`src/rtl/apb_irq_ctrl_pkg.sv`:
```
// ---------------------------------------------------------------------------
// apb_irq_ctrl_pkg
// Shared definitions for the APB interrupt controller:
//   - byte offsets of the register map (only address bits [4:2] decoded)
//   - irq_id_t : 5-bit interrupt ID, value = source index + 1, 0 = none
//   - lowest_id(): lowest set bit of a vector converted to an ID
// ---------------------------------------------------------------------------
package apb_irq_ctrl_pkg;

    localparam logic [4:0] PENDING_OFF   = 5'h00;
    localparam logic [4:0] ENABLE_OFF    = 5'h04;
    localparam logic [4:0] TYPE_OFF      = 5'h08;
    localparam logic [4:0] CLAIM_OFF     = 5'h0C;
    localparam logic [4:0] INSERVICE_OFF = 5'h10;

    typedef logic [4:0] irq_id_t;

    // Scans from the top down so the lowest set bit is written last and wins.
    // A 5-bit ID can name at most 31 sources, so the vector is 31 bits wide.
    function automatic irq_id_t lowest_id(input logic [30:0] vec);
        irq_id_t id;
        id = '0;
        for (int i = 30; i >= 0; i--) begin
            if (vec[i]) begin
                id = irq_id_t'(i + 1);
            end
        end
        return id;
    endfunction

endpackage

```
`src/rtl/irq_prio_enc.sv`:
```
// ---------------------------------------------------------------------------
// irq_prio_enc
// Combinational fixed-priority encoder. The lowest eligible index wins.
// Ports:
//   eligible_i [NUM_SRC-1:0] : sources that are pending, enabled, not in service
//   win_id_o   [4:0]         : winning index + 1, or 0 when nothing is eligible
// ---------------------------------------------------------------------------
module irq_prio_enc
    import apb_irq_ctrl_pkg::*;
#(
    parameter int NUM_SRC = 8
) (
    input  logic [NUM_SRC-1:0] eligible_i,
    output logic [4:0]         win_id_o
);

    logic [30:0] vec;

    // NOTE: every always_comb output gets a default before any conditional
    // assignment, so no path leaves it unassigned and no latch is inferred.
    always_comb begin
        vec                = '0;
        vec[NUM_SRC-1:0]   = eligible_i;
    end

    assign win_id_o = lowest_id(vec);

endmodule

```
`src/rtl/apb_irq_ctrl.sv`:
```
// ---------------------------------------------------------------------------
// apb_irq_ctrl
// APB slave interrupt controller. Collects NUM_SRC active-high interrupt
// lines, tracks enable / type / pending / in-service per source, and drives
// one registered CPU interrupt plus the ID of the winning source.
// Ports:
//   clk, reset            : clock, asynchronous active-high reset
//   psel_i .. pwdata_i    : APB request (only paddr_i[4:2] decoded)
//   prdata_o, pready_o,
//   pslverr_o             : APB response (zero wait states)
//   irq_src_i [NUM_SRC]   : interrupt lines, synchronous to clk
//   irq_o                 : registered interrupt request
//   irq_id_o  [4:0]       : registered winning ID (index + 1), 0 = none
// Register map: 0x00 PENDING (RO), 0x04 ENABLE, 0x08 TYPE (1 = rising edge),
//   0x0C CLAIM (read = claim, write = complete), 0x10 INSERVICE (RO).
// ---------------------------------------------------------------------------
module apb_irq_ctrl
    import apb_irq_ctrl_pkg::*;
#(
    parameter int NUM_SRC    = 8,
    parameter int ADDR_WIDTH = 12
) (
    input  logic                  clk,
    input  logic                  reset,
    input  logic                  psel_i,
    input  logic                  penable_i,
    input  logic                  pwrite_i,
    input  logic [ADDR_WIDTH-1:0] paddr_i,
    input  logic [31:0]           pwdata_i,
    output logic [31:0]           prdata_o,
    output logic                  pready_o,
    output logic                  pslverr_o,
    input  logic [NUM_SRC-1:0]    irq_src_i,
    output logic                  irq_o,
    output logic [4:0]            irq_id_o
);

    logic [NUM_SRC-1:0] enable_q, enable_d;
    logic [NUM_SRC-1:0] type_q, type_d;
    logic [NUM_SRC-1:0] pending_q, pending_d;
    logic [NUM_SRC-1:0] in_service_q, in_service_d;
    logic [NUM_SRC-1:0] src_q, src_d;
    logic               irq_q, irq_d;
    irq_id_t            irq_id_q, irq_id_d;

    logic               access;
    logic [4:0]         reg_off;
    logic               off_valid;
    logic [NUM_SRC-1:0] eligible;
    logic [NUM_SRC-1:0] edge_det;
    logic [NUM_SRC-1:0] claim_vec;
    logic [NUM_SRC-1:0] complete_vec;
    irq_id_t            win_id;
    logic [31:0]        rdata;
    logic               unused_bits;

    // Reset masks the access so a transfer caught by reset returns zero data
    // and no error while the state is being cleared.
    assign access  = psel_i & penable_i & ~reset;
    assign reg_off = {paddr_i[4:2], 2'b00};

    assign unused_bits = ^{paddr_i[ADDR_WIDTH-1:5], paddr_i[1:0], pwdata_i[31:NUM_SRC]};

    always_comb begin
        case (reg_off)
            PENDING_OFF, ENABLE_OFF, TYPE_OFF, CLAIM_OFF, INSERVICE_OFF: off_valid = 1'b1;
            default:                                                     off_valid = 1'b0;
        endcase
    end

    // Arbitration
    assign eligible = pending_q & enable_q & ~in_service_q;

    irq_prio_enc #(.NUM_SRC(NUM_SRC)) u_prio_enc (
        .eligible_i (eligible),
        .win_id_o   (win_id)
    );

    // Claim (read) and complete (write) decode as one-hot vectors. A complete
    // of an ID that is out of range or not in service matches nothing to clear.
    always_comb begin
        claim_vec    = '0;
        complete_vec = '0;
        if (access && off_valid && reg_off == CLAIM_OFF) begin
            for (int i = 0; i < NUM_SRC; i++) begin
                if (!pwrite_i) begin
                    claim_vec[i] = (win_id == irq_id_t'(i + 1));
                end else begin
                    complete_vec[i] = (pwdata_i[4:0] == irq_id_t'(i + 1));
                end
            end
        end
    end

    // Next state
    always_comb begin
        enable_d = enable_q;
        type_d   = type_q;
        if (access && pwrite_i) begin
            case (reg_off)
                ENABLE_OFF: enable_d = pwdata_i[NUM_SRC-1:0];
                TYPE_OFF:   type_d   = pwdata_i[NUM_SRC-1:0];
                default:    ;
            endcase
        end

        in_service_d = (in_service_q | claim_vec) & ~complete_vec;

        // Edge sources: a fresh edge wins over a same-cycle claim.
        // Level sources: pending simply tracks the line; claims do not clear it.
        // The current type_q is used, so a TYPE write takes effect next cycle.
        edge_det = irq_src_i & ~src_q;
        for (int i = 0; i < NUM_SRC; i++) begin
            if (type_q[i]) begin
                pending_d[i] = edge_det[i] | (pending_q[i] & ~claim_vec[i]);
            end else begin
                pending_d[i] = irq_src_i[i];
            end
        end

        src_d    = irq_src_i;
        irq_d    = |eligible;
        irq_id_d = win_id;
    end

    // NOTE: state registers use non-blocking assignments so every flop samples
    // the values from before the edge, independent of statement order.
    always_ff @(posedge clk or posedge reset) begin
        if (reset) begin
            enable_q     <= '0;
            type_q       <= '0;
            pending_q    <= '0;
            in_service_q <= '0;
            src_q        <= '0;
            irq_q        <= 1'b0;
            irq_id_q     <= '0;
        end else begin
            enable_q     <= enable_d;
            type_q       <= type_d;
            pending_q    <= pending_d;
            in_service_q <= in_service_d;
            src_q        <= src_d;
            irq_q        <= irq_d;
            irq_id_q     <= irq_id_d;
        end
    end

    // Read mux: live during the access phase only
    always_comb begin
        rdata = '0;
        if (access) begin
            case (reg_off)
                PENDING_OFF:   rdata[NUM_SRC-1:0] = pending_q;
                ENABLE_OFF:    rdata[NUM_SRC-1:0] = enable_q;
                TYPE_OFF:      rdata[NUM_SRC-1:0] = type_q;
                CLAIM_OFF:     rdata[4:0]         = win_id;
                INSERVICE_OFF: rdata[NUM_SRC-1:0] = in_service_q;
                default:       ;
            endcase
        end
    end

    assign prdata_o  = rdata;
    assign pready_o  = 1'b1;
    assign pslverr_o = access & ~off_valid;
    assign irq_o     = irq_q;
    assign irq_id_o  = irq_id_q;

endmodule

```
`config.mk`:
```
export PLATFORM = sky130hd
export DESIGN_NAME = apb_irq_ctrl
export DESIGN_NICKNAME = d
export VERILOG_FILES = /design/src/rtl/apb_irq_ctrl_pkg.sv /design/src/rtl/irq_prio_enc.sv /design/src/rtl/apb_irq_ctrl.sv
export SDC_FILE = /design/constraint.sdc
export NUM_CORES = 1
export LEC_CHECK = 0
export ABC_CLOCK_PERIOD_IN_PS = 2800
export CAP_MARGIN = 0
export CORE_UTILIZATION = 40
export DETAILED_ROUTE_END_ITERATION = 10
export MAX_ROUTING_LAYER = met4
export PLACE_DENSITY_LB_ADDON = 0.05
export SETUP_SLACK_MARGIN = 0.02
export SLEW_MARGIN = 20
export SYNTH_ARGS = -nofsm -noshare
export SYNTH_HDL_FRONTEND = slang
export SYNTH_HIERARCHICAL = 1
export SYNTH_SLANG_ARGS = --single-unit
export TNS_END_PERCENT = 50
```
`constraint.sdc`:
```
create_clock -name clk -period 2.8 [get_ports clk]
set_input_delay 0.28 -clock clk [delete_from_list [all_inputs] [get_ports clk]]
set_output_delay 0.28 -clock clk [all_outputs]
set_load 0.02 [all_outputs]
```
**Word-level counts from Yosys, hierarchy flattened**

Index checks and enable logic that the tools add are counted.

- Reduce and logical (&&, ||, !) cells: 8
- Bitwise logic cells: 37
- Equality and inequality tests: 20
- Muxes and demuxes: 38

Operators by type and width:

| operator | number |
|---|---|
| $eq 5x3->1 const B | 8 |
| $and 8x8->8 | 4 |
| $mux 4 | 8 |
| $mux 1 | 25 |
| $pmux 5 s5 | 1 |
| $mux 8 | 3 |
| $not 8->8 | 3 |
| $eq 5x2->1 const B | 4 |
| $pmux 3 s4 | 1 |
| $and 1x1->1 | 11 |
| $eq 5x1->1 const B | 2 |
| $eq 5x4->1 const B | 2 |
| $not 1->1 | 10 |
| $or 1x1->1 | 8 |
| $or 8x8->8 | 1 |
| $reduce_or 8->1 | 1 |
| $eq 3x2->1 const B | 2 |
| $logic_not 5->1 | 1 |
| $reduce_or 5->1 | 1 |
| $reduce_and 2->1 | 2 |
| $eq 3x1->1 const B | 1 |
| $eq 3x3->1 const B | 1 |
| $logic_and 1x1->1 | 3 |

- Output and inout port bits: 40
- Bits of input ports: 57
- Logic and storage cells: 110
- Bits in registers: 46

**Depth between registers and ports, before layout**

- Depth in word-level cells: 17
- Gate-level depth with buffers: 8
- Depth with buffers taken out: 8

**Hierarchy**

The synthesis kept the hierarchy.

Modules (own cells, without submodules):

| module | area an instance (um^2) | sequential area each (um^2) | cells each | times used |
|---|---|---|---|---|
| apb_irq_ctrl | 2478.6 | 1151.1 | 225 | 1 |
| irq_prio_enc | 82.6 | 0.0 | 14 | 1 |

**Worst setup path after synthesis**

No wires, ideal clock.

- Path type: flip-flop to output port
- Start: register in_service_q[3]
- End: output prdata_o[2]
- Arrival: 2.014 ns
- Path buffers: 0
- Stages on the path, launching flop included: 8
- Setup slack: 0.506 ns
- Data required time: 2.520 ns
- Path through: dfrtp_1 nand3b_1 inv_1 nor4_2 nor4_1 mux2_2 a32oi_1 a21oi_1

- Longest elaborated chain between the ends: 8

Ends and longest elaborated chain:

| item | RTL line | source |
|---|---|---|
| from (decl) | apb_irq_ctrl.sv:41 | `logic [NUM_SRC-1:0] in_service_q, in_service_d;` |
| from (signal assigned) | apb_irq_ctrl.sv:141 | `in_service_q <= in_service_d;` |
| $not 8->8 | apb_irq_ctrl.sv:72 | `assign eligible = pending_q & enable_q & ~in_service_q;` |
| $and 8x8->8 | apb_irq_ctrl.sv:72 |  |
| named net eligible[3] | apb_irq_ctrl.sv:49 | `logic [NUM_SRC-1:0] eligible;` |
| $mux 4 (4 in series) | apb_irq_ctrl_pkg.sv:24 | `if (vec[i]) begin` |
| named net irq_id_d[2] | apb_irq_ctrl.sv:44 | `irq_id_t irq_id_q, irq_id_d;` |
| $pmux 5 s5 | apb_irq_ctrl.sv:152 | `case (reg_off)` |
| $mux 8 | apb_irq_ctrl.sv:151 | `if (access) begin` |
| to (decl) | apb_irq_ctrl.sv:30 | `output logic [31:0] prdata_o,` |

The timed path passes the listed nets, and every way through them passes these cells.

**Worst setup path in the final report**

- Start: register pending_q[5]
- End: output prdata_o[2]

- Longest elaborated chain between the ends: 10

Ends and longest elaborated chain:

| item | RTL line | source |
|---|---|---|
| from (decl) | apb_irq_ctrl.sv:40 | `logic [NUM_SRC-1:0] pending_q, pending_d;` |
| from (signal assigned) | apb_irq_ctrl.sv:140 | `pending_q <= pending_d;` |
| $and 8x8->8 (2 in series) | apb_irq_ctrl.sv:72 |  |
| named net eligible[5] | apb_irq_ctrl.sv:49 |  |
| $mux 4 (6 in series) | apb_irq_ctrl_pkg.sv:24 |  |
| named net irq_id_d[2] | apb_irq_ctrl.sv:44 |  |
| $pmux 5 s5 | apb_irq_ctrl.sv:152 |  |
| $mux 8 | apb_irq_ctrl.sv:151 |  |

The timed path passes the listed nets, and every way through them passes these cells.

==> results.md <==
- Yosys warns: 6
- FFs w/ async S/R, synth: 1.00
- Top FF cell, synth: dfrtp_1
- Power Dens Cells: 465 nW/um2
- Max Slew Vio Count: 0
- Largest net degree at the start of global routing: 32
- CTS buffer count: 5
- Worst-Skew Late Latency: 0.30 ns
- First-pass GRT wire length: 10000 um
- Grt ovf: 0
- Setup TNS: 0 ns
- Lkg Pwr: 0.00146 uW
- Clock Path Buffers: 2
- Die area: 6730 um2
- Hold slack: 0.440 ns
- Share of cells above drive strength 1: 0.182
- Status: complete, no violations
- CTS tree: built
- Area Overhead vs Synth: 22.1%
- Top cells by area, synth: dfrtp_1 (45%), buf_4 (7.9%), mux2_2 (5.7%)
- Synthesized area: 2560 um2
- Final Hold Fails: 0
- Clk sinks: 46
- GP Congestion: 0.938
- Die span in y: 82.0 um
- Final min period: 2.70 ns
- Period utilization: 0.966
- Fmax: 370 MHz
- Hold-fix buffers, CTS: 0
- Post-CTS setup repair buffer count: 0
- Synth area leader: dfrtp_1
- Routed vias: 2029
- RSZ-0062 raised after global routing: yes
- FP Rows: 28
- First DRT Iteration DRCs: 141
- Fin nets: 348
- WP data arrival: 2.42 ns
- GRT Overall Usage: 0.216
- Register area share after synthesis: 0.449
- Boundary Pins: 97
- Max cap viols: 0
- Layout Utilization: 0.516
- Clock Skews: 0.00837 ns
- Initial Util: 0.423
- Worst Tran Pin Value: 0.691 ns
- Commonest cells post-synth: dfrtp_1 (46), buf_4 (27), inv_1 (15)
- DPL Wire Length: 4610 um
- Vias in the first global route: 1806
- #FFs+latches synth: 46
- Area fraction of the dominant cell type after synthesis: 0.449
- Final setup violation count: 0
- Initial antenna violation count: 0
- Gate Count Post-Synth: 239
- H-tree level count: 2
- Required @ worst endpoint: 2.52 ns
- Die W: 82.0 um
- IO Port Bufs: 38
- Crit Path Class: register to output port
- DR vias/cell: 5.53
- Drt drc: 0
- Clk pin slew, worst setup/hold paths: 0.09 ns
- First-pass iteration count of the detailed router: 4
- CP Capture Type: output port
- Critical path startpoint category: register
- Top fanout value on the critical path: 4
- Post-synth EDFFs: 0
- Worst Hold Class: input port to register
- Rel. slew slack: 0.539
- Core area: 6060 um2
- Pwr Total: 1460 uW
- Root Driver: clkbuf_8
- Mean Syn Cell Area: 10.7 um2
- FF-to-FF setup slack: 0.52 ns
- DR WL/cell: 17.6 um
- DRT antenna net count: 0
- Routed WL: 6460 um
- Worst vdd ir: 0.209 mV
- Ant. Diodes: 0
- Most frequently used cell type in the post-synthesis netlist: dfrtp_1
- Library cells used by synthesis: 40
[metrics by stage]
stage	worst slack, ns	std cells	cell area [um2]
final	0.0955	367	3130
after global routing	-0.0551	367	3130
after CTS	0.0306	367	3110
after detailed placement	0.254	359	3020
after global placement	0.250	359	3020
after floorplan	0.506	262	2650
[kinds of logic after synthesis]
group,count (synthesis),share of synthesized area
flip-flops,46,0.449
other,3,0.00440
AND/OR/NAND/NOR,71,0.181
multiplexers,24,0.116
AO/OA/AOI/OAI,45,0.132
buffers and inverters,50,0.117
[worst max-delay path, stage by stage (launching register included)]
cell and delay [ns]:
dfrtp_1 0.40, and3_1 0.23, nor4_2 0.36, nor4_2 0.08, mux2_2 0.27, a32oi_1 0.15, a21oi_1 0.09, clkdlybuf4s50_1 0.55
[layout make-up]
| type | count | area, um2 |
|---|---|---|
| Clock buffer | 7 | 86.3 |
| Clock inverter | 1 | 5.00 |
| Fill cell | 591 | 2930 |
| Inverter | 15 | 56.3 |
| Multi-Input combinational cell | 166 | 1210 |
| Sequential cell | 46 | 1150 |
| Tap cell | 75 | 93.8 |
| Timing Repair Buffer | 57 | 527 |
[timing repair]
item,CTS,global route
endpoints found under the hold margin,0,0
endpoints found under the setup margin,1,3
resized for setup,1,4
[power breakdown]
part           switching, uW  leakage [uW]  internal [uW]  total [uW]
registers               43.8      0.000555            721         765
clock network            227     0.0000482            200         426
logic                    137      0.000852            127         264
[cell usage in the layout, fill, tap and decap left out, drive strengths merged, types with 10 or more instances in the layout]
cell type / instances
inv: 15
clkdlybuf4s50: 35
a21oi: 10
buf: 19
a22oi: 10
mux2: 21
nand2: 11
conb: 26
dfrtp: 46
[final timing paths]
kind,start,end,cells past startpoint
max,pending_q[5],prdata_o[2],7
min,irq_src_i[4],src_q[4],1
max reg2reg,pending_q[5],pending_q[7],7
max in group asynchronous,reset,pending_q[6],3
min reg2reg,in_service_q[5],in_service_q[5],2
min in group asynchronous,reset,irq_id_o[0],2
[state kept, by name, indices dropped and copies added (netlist names)]
name	flops
enable_q	8
in_service_q	8
irq_id_o	5
irq_o	1
pending_q	8
src_q	8
type_q	8
[routing by layer]
metal / up-vias / part of all wire / GRT usage / routed length, um
met5: - / 0 / - / 0
met4: 0 / 0.022 / 0.0772 / 144
met3: 11 / 0.043 / 0.0356 / 275
met2: 61 / 0.44 / 0.294 / 2840
met1: 1016 / 0.50 / 0.320 / 3210
li1: 941 / - / - / -
(Power assumes the default switching activity.)
